--- src/rtl/ifu_pkg.sv ---
// Shared types and constants for the instruction fetch unit.
package ifu_pkg;

  localparam int XLEN = 32;
  localparam logic [31:0] RESET_PC = 32'h8000_0000;

  typedef enum logic [2:0] {
    BOOT = 3'd0,
    REQ  = 3'd1,
    WAIT = 3'd2,
    HOLD = 3'd3,
    NPC  = 3'd4
  } state_t;

endpackage

--- src/rtl/ifu_fetch.sv ---
// Single-outstanding instruction fetch unit: holds the PC, fetches over a
// valid/ready memory channel and hands {inst, inst_pc} to decode.
module ifu_fetch
  import ifu_pkg::*;
#(
  parameter int              XLEN     = ifu_pkg::XLEN,
  parameter logic [XLEN-1:0] RESET_PC = XLEN'(ifu_pkg::RESET_PC)
) (
  input  logic            clk,
  input  logic            rst,
  output logic            imem_req_valid,
  input  logic            imem_req_ready,
  output logic [XLEN-1:0] imem_req_addr,
  input  logic            imem_rsp_valid,
  input  logic [XLEN-1:0] imem_rsp_data,
  input  logic            imem_rsp_err,
  output logic            inst_valid,
  input  logic            inst_ready,
  output logic [XLEN-1:0] inst,
  output logic [XLEN-1:0] inst_pc,
  output logic            fetch_fault,
  input  logic            next_pc_valid,
  input  logic [XLEN-1:0] next_pc
);

  state_t          state, state_nx;
  logic [XLEN-1:0] pc, pc_nx;
  logic [XLEN-1:0] inst_nx, inst_pc_nx;
  logic            fault_nx;
  logic            redirect;
  logic            misaligned;

  // Handshake outputs come from the state register only.
  assign imem_req_valid = (state == REQ);
  assign inst_valid     = (state == HOLD);
  assign imem_req_addr  = pc;
  assign misaligned     = |next_pc[1:0];

  always_comb begin
    state_nx   = state;
    pc_nx      = pc;
    inst_nx    = inst;
    inst_pc_nx = inst_pc;
    fault_nx   = fetch_fault;
    redirect   = 1'b0;
    case (state)
      BOOT: state_nx = REQ;
      REQ:  if (imem_req_ready) state_nx = WAIT;
      WAIT: begin
        // Responses are only honoured here, which drops stale ones after reset.
        if (imem_rsp_valid) begin
          inst_nx    = imem_rsp_data;
          inst_pc_nx = pc;
          fault_nx   = imem_rsp_err;
          state_nx   = HOLD;
        end
      end
      HOLD: begin
        if (inst_ready) begin
          if (next_pc_valid) redirect = 1'b1;
          else               state_nx = NPC;
        end
      end
      NPC:     redirect = next_pc_valid;
      default: state_nx = BOOT;
    endcase

    // A misaligned target never reaches memory; it is reported as a faulting slot.
    if (redirect) begin
      pc_nx = next_pc;
      if (misaligned) begin
        inst_nx    = '0;
        inst_pc_nx = next_pc;
        fault_nx   = 1'b1;
        state_nx   = HOLD;
      end else begin
        state_nx = REQ;
      end
    end
  end

  always_ff @(posedge clk or negedge rst) begin
    if (!rst) begin
      state       <= BOOT;
      pc          <= RESET_PC;
      inst        <= '0;
      inst_pc     <= '0;
      fetch_fault <= 1'b0;
    end else begin
      state       <= state_nx;
      pc          <= pc_nx;
      inst        <= inst_nx;
      inst_pc     <= inst_pc_nx;
      fetch_fault <= fault_nx;
    end
  end

endmodule
--- config.mk ---
export PLATFORM = sky130hd
export DESIGN_NAME = ifu_fetch
export DESIGN_NICKNAME = d
export VERILOG_FILES = /design/src/rtl/ifu_pkg.sv /design/src/rtl/ifu_fetch.sv
export SDC_FILE = /design/constraint.sdc
export NUM_CORES = 1
export LEC_CHECK = 0
export ABC_AREA = 0
export BUFFER_PORTS_ARGS = -buffer_cell sky130_fd_sc_hd__buf_2
export CAP_MARGIN = 20
export CORE_UTILIZATION = 43
export DETAILED_ROUTE_END_ITERATION = 10
export PLACE_DENSITY_LB_ADDON = 0.25
export RECOVER_POWER = 100
export SYNTH_ARGS = -nofsm -noshare
export SYNTH_HDL_FRONTEND = slang
export SYNTH_SLANG_ARGS = --single-unit
--- constraint.sdc ---
create_clock -name clk -period 1.8 [get_ports clk]
set_clock_uncertainty 0.2 [all_clocks]
set_input_delay 0.09 -clock clk [delete_from_list [all_inputs] [get_ports clk]]
set_output_delay 0.09 -clock clk [all_outputs]
set_load 0.03 [all_outputs]
; Word level (Yosys, flattened, before mapping)
; Index checks and enable logic that the tools add are counted.
[totals]
mem_bits_rw = 0
latchBits = 0
memories = 0
register_bits = 100
word_cells = 39
in_bits = 71
out_inout_bits = 99
romBits = 0
[classes]
add_sub_neg = 0
div_mod_pow = 0
eq_ne = 9
n_mux = 22
n_reduce_logical = 3
shift = 0
order_cmp = 0
multipliers = 0
bitwise_logic = 0
[ops]
columns = operator, count
row1 = $mux W32, 8
row2 = $mux W3, 5
row3 = $pmux W3 S5, 1
row4 = $eq A3 B2 Y1 const B, 2
row5 = $mux W1, 6
row6 = $ne A3 B1 Y1 const B, 2
row7 = $reduce_and A5 Y1, 1
row8 = $eq A3 B1 Y1 const B, 1
row9 = $eq A3 B3 Y1 const B, 1
row10 = $logic_not A3 Y1, 1
row11 = $ne A3 B2 Y1 const B, 1
row12 = $ne A3 B3 Y1 const B, 1
row13 = $mux W2, 1
row14 = $ne A2 B2 Y1 const B, 1
row15 = $pmux W1 S2, 1
row16 = $reduce_or A2 Y1, 1

; Depth between registers and ports, before layout
[logic_depth]
word_depth = 5
depth_mapped = 7
ltp_nobuf = 4

; Worst setup path before layout
; Ideal clock, no wire load.
[synth_path]
kind = reg-to-reg
start = register state[0]
end = register pc[17] (netlist: imem_req_addr[17])
required_time_ns = 1.473
n_path_buf = 3
path_stages_with_launch = 7
t_arrival_ns = 1.669
path_slack_ns = -0.197
period_less_slack_ns = 1.997
setup_time_ns = 0.127
path_cell_list = dfrtp_1 buf_2 or3b_4 a21boi_2 buf_6 buf_8 mux2_1
[synth_between]
elab_chain_cells = 2
elab_cells_between_ends = 3
classes_between = 2 x eq/ne / 1 x mux
[synth_lines]
columns = item, line
row1 = "start, declared", ifu_fetch.sv:26  ; state_t state, state_nx;
row2 = "start signal, assigned", ifu_fetch.sv:90  ; state <= state_nx;
row3 = $eq A3 B3 Y1 / $eq A3 B2 Y1 (equally long branches), ifu_fetch.sv:46  ; case (state)
row4 = $pmux W1 S2 *, ifu_fetch.sv:46
row5 = "end signal, assigned", ifu_fetch.sv:91  ; pc <= pc_nx;
row6 = "end, declared", ifu_fetch.sv:27  ; logic [XLEN-1:0] pc, pc_nx;
; Every way passes the cells marked *; elsewhere a longest branch is shown, timed or not.
; A chain may end at the register's enable or synchronous reset.

; Worst setup path in the final report
[layout_path]
start = register state[1]
end = register pc[15] (netlist: imem_req_addr[15])
; The elaborated chain is that of the path after synthesis.

==> flow_summary.rst <==
.. list-table::
   :header-rows: 1

   * - Metric
     - Value
   * - Unrepaired setup endpoints after global routing
     - yes
   * - Synthesized netlist cell count
     - 377
   * - Area fraction in and, or, nand and nor cells after synthesis
     - 0.114
   * - Top flip-flop cell by instance count after synthesis
     - sky130_fd_sc_hd__dfrtp_1
   * - Top cells by area, synth
     - sky130_fd_sc_hd__dfrtp_1 (59%), sky130_fd_sc_hd__nand2_1 (8.9%), sky130_fd_sc_hd__mux2i_1 (7.6%), sky130_fd_sc_hd__mux2_2 (4.8%), sky130_fd_sc_hd__a21oi_1 (4.2%)
   * - NetSw
     - 5150 uW
   * - Root buffer selected by CTS
     - sky130_fd_sc_hd__clkbuf_8
   * - Remaining max-slew budget at the tightest pin
     - 0.403
   * - Syn. warnings
     - 0
   * - Antenna Cells
     - 0
   * - Number of H-tree levels
     - 3
   * - Area of combinational cells with multiple inputs
     - 1590 sq um
   * - Area added between synthesis and finish
     - 54.1%
   * - Worst Path Required
     - between 1.5 and 2 ns
   * - Startpoint-to-endpoint class of the critical path
     - flip-flop to flip-flop
   * - Buffer depth of the longest clock path
     - 2
   * - Xor and xnor fraction of the mapped netlist area
     - 0
   * - Combined area of all synthesized cells
     - about 4200 sq um
   * - Final sum of negative setup slack
     - -3.47 ns
   * - Number of clock buffers inserted by TritonCTS
     - 9
   * - Reported leakage power
     - between 0.002 and 0.003 uW
   * - Register area
     - between 2000 and 3000 sq um
   * - Via count
     - 3840
   * - Number of distinct library cell variants in the gate-level netlist after synthesis
     - 28
   * - Post-synth top area cell
     - sky130_fd_sc_hd__dfrtp_1
   * - Row Count
     - 35
   * - Maximum net fanout on the critical path
     - 25
   * - Layout cell share with drive strength beyond 1
     - 0.232
   * - Final critical-path required period
     - 1.90 ns
   * - Outcome
     - finished with violations
   * - Power per Cell Area
     - 1700 nW/um^2
   * - Total global-route track usage
     - 0.235
   * - WP data arrival
     - 1.94 ns
   * - Fill count
     - between 700 and 800
   * - Critical-path cell with the highest stage delay
     - sky130_fd_sc_hd__or3b_4
   * - Worst-Skew Late Latency
     - 0.36 ns
   * - Die Y
     - 101 microns
   * - Crit-path cells
     - or3b_4, a21boi_4, buf_12, mux2_2
   * - Drt pass-1 iters
     - 4
   * - Post-placement setup slack
     - -0.0842 ns
   * - IO Pins
     - 170
   * - Synthesized area per cell
     - between 10 and 15 sq um
   * - Element type at the critical path start
     - flip-flop
   * - FFs w/ async S/R, synth
     - 1.00
   * - Cell family contributing the most delay on the critical path
     - simple AND/OR/NAND/NOR gates
   * - Clock-pin slew reported for the worst setup and hold paths after clock tree synthesis
     - between 0.1 and 0.15 ns
   * - Congestion Overflow GR
     - 0
   * - Actual slew at the worst max-slew pin
     - 0.895 ns
   * - Adder and majority cell fraction of the synthesized area
     - 0
   * - Bufs and invs on worst path
     - 1
   * - Most numerous cell types in the synthesized netlist
     - sky130_fd_sc_hd__dfrtp_1 (99), sky130_fd_sc_hd__nand2_1 (99), sky130_fd_sc_hd__a21oi_1 (35)
   * - Fraction of power consumed by combinational cells
     - 0.506
   * - Clock power frac
     - 0.137
   * - Register area share after synthesis
     - 0.596
   * - Antenna violations before repair
     - 0
   * - Die ar.
     - approximately 10000 sq um
   * - Global placer's final weighted congestion
     - about 0.75
   * - Nature of the critical path endpoint
     - flip-flop
   * - Worst Slack Setup Final
     - -0.103 ns
   * - Chip width
     - roughly 100 microns
   * - Area share of the largest cell type after synthesis
     - 0.590
   * - Post-detail-place hpwl
     - roughly 6.6 mm
   * - Portion of netlist area occupied by mux cells
     - 0.162
   * - Remaining antenna violation count after routing
     - 0
   * - Violated checks
     - negative setup slack
   * - Post-synthesis compound-gate area fraction
     - 0.0909
   * - Design internal power
     - about 6000 uW
   * - Longest individual stage delay on the worst path
     - around 0.44 ns
   * - Vias in the first global route
     - a little under 4000
   * - Number of input and output port buffers inserted
     - 169
   * - Final layout net count
     - about 710
   * - Final Max Tran Viols
     - 0
   * - WL/cell
     - 16.3 microns
   * - Post-synthesis register bit count
     - 100
   * - Mapped Nets
     - 448
   * - CTS sink cnt
     - 100
   * - Starting utilization of the core area
     - 0.450
   * - Iter 0 DRT Violations
     - between 100 and 150
   * - Vias per cell
     - 4.99
   * - Final Hold Violating Endpoints
     - 0
   * - Post-route DRC violation count
     - 0
   * - Post-synth EDFFs
     - 0
   * - Placeable core region
     - between 9000 and 10000 sq um
   * - Final period utilization
     - 1.06
   * - Fmax
     - around 530 MHz
   * - Sw Share
     - 0.467
   * - Reg power frac
     - 0.357
   * - Maximum number of pins on one net before global-route repair
     - 101
   * - First-pass GRT wire length
     - between 15 and 20 mm
   * - Dominant combinational cell family by area after synthesis
     - multiplexers
   * - Final setup violating endpoints
     - 68
   * - Number of violations of the max-capacitance limit
     - 0
   * - Worst IR drop on VDD
     - between 0.8 and 0.9 mV
   * - CTS tree
     - built
   * - Hold WC Path Type
     - primary input to async pin
   * - Detailed-route wire length
     - roughly 13 mm
==> tightest hold or removal path: stages <==
cell	delay (ns)
sky130_fd_sc_hd__dlygate4sd3_1	0.52
sky130_fd_sc_hd__clkbuf_4	0.13
sky130_fd_sc_hd__buf_6	0.67
==> layer usage <==
layer  vias to the layer above  share of wire  GRT usage
li1                       1799              -          -
met1                      1866           0.42      0.282
met2                       160           0.49      0.411
met3                        15          0.082     0.0749
met4                         0          0.011     0.0535
met5                         -              0          0
==> worst paths after layout <==
path                                                 endpoint                 start  depth (start not counted)  slack, ns
worst max-delay path            imem_req_addr[15]$_DFFE_PN0N_  state[1]$_DFFE_PN0P_                          4      -0.10
worst min-delay path                       inst[20]$_DFF_PN0_                   rst                          3       0.29
worst max register to register  imem_req_addr[15]$_DFFE_PN0N_  state[1]$_DFFE_PN0P_                          4      -0.10
worst min register to register             inst[22]$_DFF_PN0_    inst[22]$_DFF_PN0_                          2       0.32
max in group asynchronous       imem_req_addr[18]$_DFFE_PN0N_                   rst                          3       0.51
min in group clk                         state[2]$_DFFE_PN0P_         next_pc_valid                          3       0.29
==> layout make-up <==
cell class                 instances  share of cell area
sequential                       100               0.387
clock inverter                     4             0.00871
clock buffer                      12              0.0240
timing repair buffer             273               0.309
multi-input combinational        251               0.246
tap                              129              0.0250
inverter                           1            0.000580
==> state kept, by name, summed over array words and instances (netlist names) <==
name,cells
fetch_fault,1
imem_req_addr,32
inst,32
inst_pc,32
state,3
==> cells in the final DEF, fill, tap and decap left out, types with 2 or more instances in the layout <==
master | synthesis | final
sky130_fd_sc_hd__a21o_1 | 2 | 2
sky130_fd_sc_hd__a21oi_1 | 35 | 33
sky130_fd_sc_hd__a21oi_2 | 1 | 2
sky130_fd_sc_hd__buf_12 | 0 | 8
sky130_fd_sc_hd__buf_16 | 0 | 4
sky130_fd_sc_hd__buf_2 | 10 | 70
sky130_fd_sc_hd__buf_4 | 4 | 9
sky130_fd_sc_hd__buf_6 | 2 | 6
sky130_fd_sc_hd__clkbuf_1 | 8 | 98
sky130_fd_sc_hd__clkbuf_16 | 0 | 6
sky130_fd_sc_hd__clkbuf_8 | 0 | 11
sky130_fd_sc_hd__clkinv_4 | 0 | 2
sky130_fd_sc_hd__dfrtp_1 | 99 | 99
sky130_fd_sc_hd__dlygate4sd3_1 | 0 | 70
sky130_fd_sc_hd__mux2_1 | 14 | 14
sky130_fd_sc_hd__mux2_2 | 18 | 18
sky130_fd_sc_hd__mux2i_1 | 32 | 31
sky130_fd_sc_hd__nand2_1 | 99 | 99
sky130_fd_sc_hd__nand3b_1 | 4 | 4
sky130_fd_sc_hd__nand4b_1 | 2 | 2
sky130_fd_sc_hd__nor2_1 | 3 | 3
sky130_fd_sc_hd__o21ai_0 | 30 | 19
sky130_fd_sc_hd__o21ai_1 | 3 | 14
==> timing repair <==
| action | in CTS | in global routing |
|---|---|---|
| hold buffers | 70 | 0 |
| gates resized for setup | 17 | 14 |
| setup endpoints to repair | 57 | 100 |
| cloned | 4 | 7 |
| pin swaps | 3 | 0 |
| buffers inserted | 4 | 2 |
| endpoints found under the hold margin | 200 | 0 |
==> power by group through the flow <==
stage / combinational [uW] / clock [uW] / sequential [uW]
6_report: 5580 / 1510 / 3940
5_1_grt: 5940 / 1640 / 4060
4_1_cts: 5610 / 1560 / 3880
3_5_place_dp: 5300 / 0 / 3920
3_3_place_gp: 5200 / 0 / 3870
2_1_floorplan: 1640 / 0 / 5850
==> cell families after synthesis <==
group	count (synthesis)
compound gates	73
buf+inv	26
mux	64
flops	100
simple gates	114
==> metrics by stage <==
step / total power, uW / cell area (sq um) / instances / utilization / hold slack [ns]
6_report: 11000 / 6470 / 770 / 0.693 / 0.287
3_5_place_dp: 9220 / 5290 / 667 / 0.568 / -0.00484
4_1_cts: 11000 / 6360 / 761 / 0.682 / 0.149
2_1_floorplan: 7500 / 4200 / 377 / - / -0.406
3_3_place_gp: 9070 / 5290 / 667 / 0.568 / -0.0125
5_1_grt: 11600 / 6470 / 770 / 0.693 / 0.278
Note: power is estimated with default switching activity, not from simulation.
